[src/rtl/ahb3lite_interconnect_master_port.sv]
// Master-side stage of an AHB3-Lite multi-layer switch: address decode, hold of un-granted
// phases, decode-error response and can_switch generation. Optional: AHB3LITE_IC_DECERR_CNT_EN.
module ahb3lite_interconnect_master_port #(
    parameter int HADDR_SIZE = 32,
    parameter int HDATA_SIZE = 32,
    parameter int SLAVES     = 8
) (
    input  logic                                HRESETn,
    input  logic                                HCLK,
    input  logic                                mstHSEL,
    input  logic [HADDR_SIZE-1:0]               mstHADDR,
    input  logic [HDATA_SIZE-1:0]               mstHWDATA,
    input  logic                                mstHWRITE,
    input  logic [2:0]                          mstHSIZE,
    input  logic [2:0]                          mstHBURST,
    input  logic [3:0]                          mstHPROT,
    input  logic [1:0]                          mstHTRANS,
    input  logic                                mstHMASTLOCK,
    input  logic                                mstHREADY,
    output logic [HDATA_SIZE-1:0]               mstHRDATA,
    output logic                                mstHREADYOUT,
    output logic                                mstHRESP,
    input  logic [SLAVES-1:0][HADDR_SIZE-1:0]   slvHADDRbase,
    input  logic [SLAVES-1:0][HADDR_SIZE-1:0]   slvHADDRmask,
    output logic [SLAVES-1:0]                   slvHSEL,
    output logic [HADDR_SIZE-1:0]               slvHADDR,
    output logic [HDATA_SIZE-1:0]               slvHWDATA,
    output logic                                slvHWRITE,
    output logic [2:0]                          slvHSIZE,
    output logic [2:0]                          slvHBURST,
    output logic [3:0]                          slvHPROT,
    output logic [1:0]                          slvHTRANS,
    output logic                                slvHMASTLOCK,
    output logic                                slvHREADY,
    input  logic [SLAVES-1:0][HDATA_SIZE-1:0]   slvHRDATA,
    input  logic [SLAVES-1:0]                   slvHREADYOUT,
    input  logic [SLAVES-1:0]                   slvHRESP,
    output logic [SLAVES-1:0]                   can_switch,
    input  logic [SLAVES-1:0]                   granted
`ifdef AHB3LITE_IC_DECERR_CNT_EN
    ,
    output logic [7:0]                          decerr_cnt
`endif
);

    localparam int SLAVE_BITS = $clog2(SLAVES + 1);
    localparam logic [SLAVE_BITS-1:0] NO_SLV = SLAVE_BITS'(SLAVES);
    localparam logic [1:0] HT_IDLE   = 2'b00;
    localparam logic [1:0] HT_NONSEQ = 2'b10;
    localparam logic [1:0] HT_SEQ    = 2'b11;
    localparam logic [SLAVES-1:0] ONE = {{(SLAVES-1){1'b0}}, 1'b1};

    typedef enum logic [1:0] {ST_PASS, ST_HOLD, ST_ERR1, ST_ERR2} state_t;

    state_t                  state_q;
    logic [HADDR_SIZE-1:0]   hold_addr_q;
    logic                    hold_write_q;
    logic [2:0]              hold_size_q;
    logic [2:0]              hold_burst_q;
    logic [3:0]              hold_prot_q;
    logic [1:0]              hold_trans_q;
    logic                    hold_lock_q;
    logic [SLAVE_BITS-1:0]   hold_slv_q;
    logic [SLAVE_BITS-1:0]   data_slv_q;
    logic [SLAVE_BITS-1:0]   cur_slv_q;
    logic                    lock_q;

    logic [SLAVE_BITS-1:0]   dec_slv;
    logic                    no_slv;
    logic                    valid;
    logic                    dp_pend, dp_ready, dp_resp;
    logic [HDATA_SIZE-1:0]   dp_rdata;
    logic                    dec_gnt, dec_rdy, hold_gnt, hold_rdy;
    logic                    pass_issue, hold_issue;

    // Lowest-numbered matching slave wins.
    always_comb begin
        dec_slv = NO_SLV;
        for (int s = SLAVES - 1; s >= 0; s--) begin
            if ((mstHADDR & slvHADDRmask[s]) == (slvHADDRbase[s] & slvHADDRmask[s]))
                dec_slv = SLAVE_BITS'(s);
        end
    end

    assign no_slv = (dec_slv == NO_SLV);
    assign valid  = mstHSEL & mstHREADY & mstHTRANS[1];

    always_comb begin
        dp_pend  = 1'b0;
        dp_ready = 1'b1;
        dp_resp  = 1'b0;
        dp_rdata = '0;
        dec_gnt  = 1'b0;
        dec_rdy  = 1'b0;
        hold_gnt = 1'b0;
        hold_rdy = 1'b0;
        for (int s = 0; s < SLAVES; s++) begin
            if (data_slv_q == SLAVE_BITS'(s)) begin
                dp_pend  = 1'b1;
                dp_ready = slvHREADYOUT[s];
                dp_resp  = slvHRESP[s];
                dp_rdata = slvHRDATA[s];
            end
            if (dec_slv == SLAVE_BITS'(s)) begin
                dec_gnt = granted[s];
                dec_rdy = slvHREADYOUT[s];
            end
            if (hold_slv_q == SLAVE_BITS'(s)) begin
                hold_gnt = granted[s];
                hold_rdy = slvHREADYOUT[s];
            end
        end
    end

    assign pass_issue = valid & ~no_slv & dec_gnt & dec_rdy;
    assign hold_issue = hold_gnt & hold_rdy & dp_ready;

    always_ff @(posedge HCLK or negedge HRESETn) begin
        if (!HRESETn) begin
            state_q      <= ST_PASS;
            hold_addr_q  <= '0;
            hold_write_q <= 1'b0;
            hold_size_q  <= '0;
            hold_burst_q <= '0;
            hold_prot_q  <= '0;
            hold_trans_q <= HT_IDLE;
            hold_lock_q  <= 1'b0;
            hold_slv_q   <= NO_SLV;
            data_slv_q   <= NO_SLV;
            cur_slv_q    <= NO_SLV;
            lock_q       <= 1'b0;
        end else begin
            if (dp_pend && dp_ready)
                data_slv_q <= NO_SLV;
            case (state_q)
                ST_PASS: begin
                    // IDLE/BUSY phases also refresh the lock so an unlocking IDLE releases it.
                    if (mstHSEL && mstHREADY && (!valid || pass_issue))
                        lock_q <= mstHMASTLOCK;
                    if (valid) begin
                        if (no_slv) begin
                            state_q <= ST_ERR1;
                        end else if (pass_issue) begin
                            data_slv_q <= dec_slv;
                            cur_slv_q  <= dec_slv;
                        end else begin
                            hold_addr_q  <= mstHADDR;
                            hold_write_q <= mstHWRITE;
                            hold_size_q  <= mstHSIZE;
                            hold_burst_q <= mstHBURST;
                            hold_prot_q  <= mstHPROT;
                            hold_trans_q <= mstHTRANS;
                            hold_lock_q  <= mstHMASTLOCK;
                            hold_slv_q   <= dec_slv;
                            state_q      <= ST_HOLD;
                        end
                    end
                end
                ST_HOLD: begin
                    if (hold_issue) begin
                        data_slv_q <= hold_slv_q;
                        cur_slv_q  <= hold_slv_q;
                        lock_q     <= hold_lock_q;
                        state_q    <= ST_PASS;
                    end
                end
                ST_ERR1: state_q <= ST_ERR2;
                default: state_q <= ST_PASS;
            endcase
        end
    end

`ifdef AHB3LITE_IC_DECERR_CNT_EN
    logic [7:0] decerr_cnt_q;

    always_ff @(posedge HCLK or negedge HRESETn) begin
        if (!HRESETn)
            decerr_cnt_q <= 8'd0;
        else if (state_q == ST_PASS && valid && no_slv && decerr_cnt_q != 8'hFF)
            decerr_cnt_q <= decerr_cnt_q + 8'd1;
    end

    assign decerr_cnt = decerr_cnt_q;
`endif

    assign slvHWDATA = mstHWDATA;

    always_comb begin
        slvHSEL      = '0;
        slvHADDR     = mstHADDR;
        slvHWRITE    = mstHWRITE;
        slvHSIZE     = mstHSIZE;
        slvHBURST    = mstHBURST;
        slvHPROT     = mstHPROT;
        slvHTRANS    = mstHTRANS;
        slvHMASTLOCK = mstHMASTLOCK;
        slvHREADY    = mstHREADY;
        mstHREADYOUT = dp_ready;
        mstHRESP     = dp_resp;
        mstHRDATA    = dp_rdata;
        case (state_q)
            ST_PASS: begin
                if (mstHSEL && mstHTRANS != HT_IDLE && !no_slv)
                    slvHSEL = ONE << dec_slv;
            end
            ST_HOLD: begin
                slvHSEL      = ONE << hold_slv_q;
                slvHADDR     = hold_addr_q;
                slvHWRITE    = hold_write_q;
                slvHSIZE     = hold_size_q;
                slvHBURST    = hold_burst_q;
                slvHPROT     = hold_prot_q;
                // The burst continuity is broken by the hold, so the arbiter sees a fresh NONSEQ.
                slvHTRANS    = (hold_trans_q == HT_SEQ) ? HT_NONSEQ : hold_trans_q;
                slvHMASTLOCK = hold_lock_q;
                slvHREADY    = hold_rdy & dp_ready;
                mstHREADYOUT = 1'b0;
                mstHRESP     = 1'b0;
            end
            ST_ERR1: begin
                mstHREADYOUT = 1'b0;
                mstHRESP     = 1'b1;
            end
            default: begin
                mstHREADYOUT = 1'b1;
                mstHRESP     = 1'b1;
            end
        endcase
        if (!HRESETn) begin
            slvHSEL   = '0;
            slvHTRANS = HT_IDLE;
        end
    end

    always_comb begin
        for (int s = 0; s < SLAVES; s++) begin
            can_switch[s] = ~(dp_pend && data_slv_q == SLAVE_BITS'(s))
                          & ~(lock_q && cur_slv_q == SLAVE_BITS'(s))
                          & ~(cur_slv_q == SLAVE_BITS'(s) && mstHTRANS[0]);
        end
        if (!HRESETn)
            can_switch = '1;
    end

endmodule

[config.mk]
export PLATFORM = sky130hd
export DESIGN_NAME = ahb3lite_interconnect_master_port
export DESIGN_NICKNAME = d
export VERILOG_FILES = /design/src/rtl/ahb3lite_interconnect_master_port.sv
export SDC_FILE = /design/constraint.sdc
export NUM_CORES = 1
export LEC_CHECK = 0
export ABC_CLOCK_PERIOD_IN_PS = 5100
export BUFFER_PORTS_ARGS = -buffer_cell sky130_fd_sc_hd__clkbuf_2
export CORE_AREA = 2 2 393 395
export DETAILED_ROUTE_END_ITERATION = 12
export DIE_AREA = 0 0 395 397
export HOLD_SLACK_MARGIN = 0.1
export SKIP_CTS_REPAIR_TIMING = 1
export SYNTH_ARGS = -nofsm -noshare
export SYNTH_HDL_FRONTEND = slang
export SYNTH_SLANG_ARGS = --single-unit
[constraint.sdc]
create_clock -name HCLK -period 5.1 [get_ports HCLK]
set_clock_uncertainty 0.15 [all_clocks]
set_input_delay 1.275 -clock HCLK [delete_from_list [all_inputs] [get_ports HCLK]]
set_output_delay 1.275 -clock HCLK [all_outputs]
set_load 0.02 [all_outputs]
==> out/metrics.cfg, run 1 <==
[routing]
drtIter0Drc=1062
viasPerCell=3.38
wirelength_um=115000
post_drt_wl_per_cell_um=27.1
ant_nets=0
drc=0
first_pass_iters=5
vias=14400

[setup_path]
startpoint_type=input pin
slowest_stage=nand4_1
cpPeakStageDelay_ns=0.59
cp_max_fo=3
worstPathArrival_ns=4.61
criticalPathCategory=input pin to output pin
cp.required_ns=3.67
crit_chain=buf_6 > buf_12 > xor2_2 > a22oi_2 > nand4_1 > buf_4 > or4_4 > buf_6 > a211o_1 > nand2_2 > nand2_4 > a32oi_4 > buf_6 > nor2b_4 > buf_12
critPathBufInv=6
end_kind=output pin
path_common_cell=buf_6
cp_top_family=simple AND/OR/NAND/NOR gates

[sta]
slew_headroom_pct=51.0
holdWs_ns=0.349
fmax_mhz=166
fin_crit_sh_pct=118
fin_setup_tns_ns=-20.15
worst_slack_ns=-0.930
rsz0062_at_grt=yes
drv_slew=0
setup_violations=67
worstMarginPinSlew_ns=0.733
hold_viol=0
fin_crit_ns=6.03

[run_status]
status=finished with violations
violations=setup timing

[yosys]
ys_seq_area_share_pct=16.1
synth-edff-count=0
synth_area_um2=9520
synthTopCellsByArea=xor2_1, a22oi_1, dfrtp_1
ys_warn_count=0
netlist-cell-type-count=58
avgSynthCellArea_um2=8.28
syn-num-nets=2027
synth_top_area_share_pct=23.6
synth-seq-cells=61
async_reset_ff_share_pct=100
netlist_instances=1150
yosysTopAreaCell=xor2_1
synth-main-ff-cell=dfrtp_1

[global_route]
track_usage_pct=13.9
antenna_found_initial=72
grt_pass1_vias=14300
grt_pass1_wl_um=141000
grt.overflow.total=0
grt_max_degree=47

[finish]
fin_nets=3068
drive_gt1_share_pct=60.3
fillers=17700
area_delta_synth_final_pct=102
final_util_pct=12.6

[die]
die-area_um2=157000
rows=144
initial_core_util_pct=6.22
fp.dieH_um=397
core_area_um2=153000
die_x_um=395
io_pins=1003

[power_and_ir_drop]
peakVddDrop_mv=0.220
pwr-share-comb_pct=66.6
p_per_area_nw_per_um2=210
clockPowerShare_pct=18.4
switching_power_w=0.00206
power_w=0.00404
sequentialPowerShare_pct=15.0
swShare_pct=51.1
p_int_w=0.00197
p_leak_nw=9.15

[hold_path]
min_path_type=register to register

[place]
place_congestion=0.978
port_buffers=938
hpwl_um=104000
pre_cts_ws_ns=-1.94

[clock_tree]
path_clk_slew_ns=0.07
cts.sinks=61
clkLatencyLatePin_ns=0.41
cts-root-buf=clkbuf_16
cts_made_buffers=9
clockBufferDepth=2
cts_tree=built
htreeDepth=3

[job]
maxCapViolCount=0

[state kept, by name, indices dropped and copies added (netlist names), 2 cells and up]
register and flops:
data_slv_q 4, hold_slv_q 4, hold_prot_q 4, hold_addr_q 32, hold_trans_q 2, hold_size_q 3, state_q 2, cur_slv_q 4
hold_burst_q 3
[final timing paths]
path	from	slack, ns	endpoint	depth (start not counted)
min	hold_slv_q[3]$_DFFE_PN1P_	0.35	hold_slv_q[3]$_DFFE_PN1P_	1
max in group asynchronous	HRESETn	3.28	hold_addr_q[19]$_DFFE_PN0P_	2
min in group asynchronous	HRESETn	0.70	hold_addr_q[5]$_DFFE_PN0P_	1
min reg2reg	hold_slv_q[3]$_DFFE_PN1P_	0.35	hold_slv_q[3]$_DFFE_PN1P_	1
max	mstHADDR[26]	-0.93	slvHSEL[3]	15
max reg2reg	data_slv_q[0]$_DFF_PN0_	1.66	state_q[0]$_DFFE_PN0P_	9
[power groups by stage]
stage | sequential, W | clock [W] | combinational (W)
floorplan | 0.000552 | 0 | 0.00130
global placement | 0.000620 | 0 | 0.00267
detailed placement | 0.000622 | 0 | 0.00268
CTS | 0.000613 | 0.000794 | 0.00270
global route | 0.000616 | 0.000797 | 0.00288
finish | 0.000604 | 0.000744 | 0.00269
[layout make-up]
class | count | area, um^2 | area share (%)
antenna | 23 | 57.6 | 0.299
multi-input combinational | 954 | 7800 | 40.5
clock buffer | 9 | 225 | 1.17
tap | 2044 | 2560 | 13.3
sequential | 61 | 1530 | 7.96
inverter | 18 | 67.6 | 0.351
timing repair buffer | 1147 | 6930 | 36.0
clock inverter | 7 | 78.8 | 0.410
[worst reg2reg max path, stage by stage, from the launching register on]
cell	delay, ns
dfrtp_2	0.77
mux4_2	0.61
o22ai_1	0.16
a221o_1	0.40
a211oi_1	0.10
buf_4	0.20
nor2_1	0.35
or2_2	0.22
o22ai_1	0.08
a211oi_1	0.29
[routing by layer]
layer | vias up | wire, um | track usage, %
li1 | 6390 | - | -
met1 | 6947 | 46500 | 16.2
met2 | 852 | 53200 | 22.8
met3 | 189 | 10600 | 5.16
met4 | 34 | 4930 | 5.48
met5 | - | 217 | 0
[Yosys cell counts (7+ instances only)]
cell        n
buf_2      37
dfrtp_1    58
nor2_1     24
nor4_1     11
nor3_1     14
nand2_1    94
mux2_2     46
a21oi_1    14
nand3_1    18
buf_4      32
and2_1      8
o21ai_0    42
nor2b_1    12
nand4_1    57
inv_1      17
o22ai_1     7
a22oi_1   200
mux2_1     47
xor2_1    256
a222oi_1   11
mux4_2     11
mux2i_1    11
clkbuf_1   44
[cells by family (layout without fill, tap and decap cells)]
group,count (synthesis),after routing,synth area share [%]
compound gates,315,315,23.9
simple gates,265,265,14.3
xor+xnor,256,256,23.6
buf+inv,135,1181,7.07
mux,115,115,14.8
flops,61,61,16.1
fa+ha+maj,3,3,0.394
other cells,0,23,0
[stage by stage]
step,area (um^2),std cells
3_3_place_gp,18200,4216
2_1_floorplan,9520,1150
6_report,19200,4263
5_1_grt,19200,4249
3_5_place_dp,18200,4216
4_1_cts,18500,4232
[cell usage in the layout (no fill, tap or decap), types with 7 or more instances in the layout]
cell         n
clkbuf_2   921
xor2_1     252
a22oi_1    194
buf_4      164
nand2_1     90
nand4_1     57
dfrtp_1     57
mux2_4      47
mux2_2      46
o21ai_0     40
buf_12      36
diode_2     23
nor2_1      20
inv_1       17
nand3_1     17
buf_6       17
a21oi_1     14
clkbuf_16   13
a222oi_1    11
mux2i_1     11
mux4_2      11
nor2b_1     10
nor3_1      10
nor4_1       7
(Power assumes the default switching activity.)
==> run 2, diff against run 1 <==
Settings changed: CTS_BUF_LIST set to sky130_fd_sc_hd__clkbuf_4.
==> run 2 against run 1 <==
Effect of this change:
- the run still ends with setup timing left
- die area stayed put
- utilization is 0.40 points lower
- non-clock buffer count is 9 lower
- design area is 3.2% lower
- sequential power is 0.8% higher
- maximum frequency is 4.3% higher
- count of clock-buffer cells in the layout stayed put
- routed wire length is 2.3% lower
- setup slack better by 0.25 ns
- cell count is 0.12% lower
- sequential share of layout area is 0.26 points higher
- critical path type unchanged
- critical endpoint is now slvHSEL[4]
- largest cell class unchanged
- highest routed layer unchanged
==> out/metrics.cfg, run 2 (synthesized netlist as in run 1, its figures left out) <==
[finish]
final_area_um2=18600  ; -3.2%
final_util_pct=12.2  ; -0.40 points
final_cell_mix=clkbuf_2, xor2_1, a22oi_1
final_common_cell=clkbuf_2
largest_register_ff_count=32  ; unchanged
regMostFlops=hold_addr_q
drive_gt1_share_pct=57.7  ; -2.7 points
fin_nets=3059  ; -0.29%
area_delta_synth_final_pct=95.7

[clock_tree]
cts_tree=built
clkLatencyLatePin_ns=0.63  ; +0.22 ns
clockBufferDepth=2  ; unchanged
htreeDepth=3  ; unchanged
cts-root-buf=clkbuf_4
cts.sinks=61  ; unchanged
cts_made_buffers=9  ; unchanged
path_clk_slew_ns=0.12  ; +0.05 ns

[sta]
worstMarginPinSlew_ns=0.922  ; +0.190 ns
slew_headroom_pct=38.3  ; -13 points
rsz0062_at_grt=yes
setup_violations=8  ; -88%
drv_slew=0  ; unchanged
fin_crit_ns=5.78  ; -0.251 ns
fin_crit_sh_pct=113  ; -4.9 points
hold_viol=0  ; unchanged
holdWs_ns=0.349  ; -0.0000920 ns
worst_slack_ns=-0.680  ; +0.251 ns
fmax_mhz=173  ; +4.3%

[global_route]
grt_pass1_vias=14300  ; -0.15%
grt_pass1_wl_um=140000  ; -0.15%
track_usage_pct=13.8  ; -0.014 points
grt_max_degree=47  ; unchanged
grt.overflow.total=0  ; unchanged
antenna_found_initial=73  ; +1.4%

[routing]
ant_nets=0  ; unchanged
wirelength_um=113000  ; -2.3%
drc=0  ; unchanged
drtIter0Drc=1117  ; +5.2%
first_pass_iters=6  ; +1
post_drt_wl_per_cell_um=26.5  ; -2.2%
vias=14400  ; -0.40%
viasPerCell=3.37  ; -0.28%

[setup_path]
cp_max_fo=4  ; +1
worstPathArrival_ns=4.35  ; -0.26 ns
end_kind=output pin
crit_chain=buf_6 > buf_12 > buf_4 > xor2_1 > a22oi_1 > nand4_1 > buf_12 > or4_1 > and2_1 > nand4_1 > o2111a_2 > buf_6 > nand2_2 > o22ai_2 > and2_4 > buf_12
cpPeakStageDelay_ns=0.54  ; -0.05 ns
cp.required_ns=3.67  ; about the same
path_common_cell=buf_12
criticalPathCategory=input pin to output pin
slowest_stage=or4_1
startpoint_type=input pin

[power_and_ir_drop]
p_leak_nw=9.00  ; -1.7%
power_w=0.00375  ; -7.2%
peakVddDrop_mv=0.205  ; -6.7%
p_per_area_nw_per_um2=201  ; -4.1%

[place]
hpwl_um=104000  ; unchanged
place_area_um2=18200  ; unchanged
place_congestion=0.978  ; unchanged
port_buffers=938  ; unchanged
pre_cts_ws_ns=-1.94  ; unchanged

[job]
maxCapViolCount=0  ; unchanged

[run_status]
violations=setup timing
status=finished with violations

[die]
fp.dieH_um=397  ; unchanged
initial_core_util_pct=6.22  ; unchanged
rows=144  ; unchanged
die-area_um2=157000  ; unchanged
io_pins=1003  ; unchanged
die_x_um=395  ; unchanged
core_area_um2=153000  ; unchanged

[hold_path]
min_path_type=register to register

run 2: cell types whose count changed in the layout (fill, tap and decap cells not counted), sizes merged:
cell,delta
clkbuf,-4
buf,-5
diode,+4
run 2: routing by layer:
metal / vias up / global-route usage [%] / share of wire (%)
li1: 6376 / - / -
met4: 42 / 5.49 / 4.3
met1: 6842 / 16.2 / 40
met2: 886 / 22.8 / 46
met5: - / 0 / 0.26
met3: 209 / 5.19 / 9.4
run 2: worst paths after layout:
| check | start | endpoint | slack, ns | cells after the start |
|---|---|---|---|---|
| hold reg to reg | hold_addr_q[14]$_DFFE_PN0P_ | hold_addr_q[14]$_DFFE_PN0P_ | 0.35 | 1 |
| min in group asynchronous | HRESETn | hold_addr_q[5]$_DFFE_PN0P_ | 0.48 | 1 |
| max in group asynchronous | HRESETn | hold_addr_q[19]$_DFFE_PN0P_ | 3.48 | 2 |
| setup reg to reg | data_slv_q[0]$_DFF_PN0_ | state_q[0]$_DFFE_PN0P_ | 1.61 | 9 |
| setup / recovery | mstHADDR[26] | slvHSEL[4] | -0.68 | 16 |
| hold / removal | hold_addr_q[14]$_DFFE_PN0P_ | hold_addr_q[14]$_DFFE_PN0P_ | 0.35 | 1 |
run 2: area by class of cell:
type	instances	area (um^2)
fillers	17800	134000
multi-input cells	954	7570
repair buffers	1138	6690
well taps	2044	2560
flip-flops and latches	61	1530
clock inverters	7	78.8
clock buffers	9	67.6
inverters	18	67.6
diodes	27	67.6
run 2: worst max-delay path: cells and delay by family:
kind            cells  cell delay [ns]
compound gates      3             0.62
buf+inv             6             0.87
xor+xnor            1             0.15
simple gates        6             1.39
run 2: where the power goes:
| group | switching [W] | total (W) | internal, W |
|---|---|---|---|
| logic | 0.00160 | 0.00266 | 0.00106 |
| registers | 0.0000919 | 0.000609 | 0.000517 |
| clock network | 0.000326 | 0.000481 | 0.000155 |
run 2: through the flow:
stage	std cells	setup TNS, ns
after detailed placement	4216	-95.22
after global placement	4216	-93.98
after global routing	4243	-6.28
after CTS	4232	-50.37
after floorplan	1150	0
final	4258	-5.02
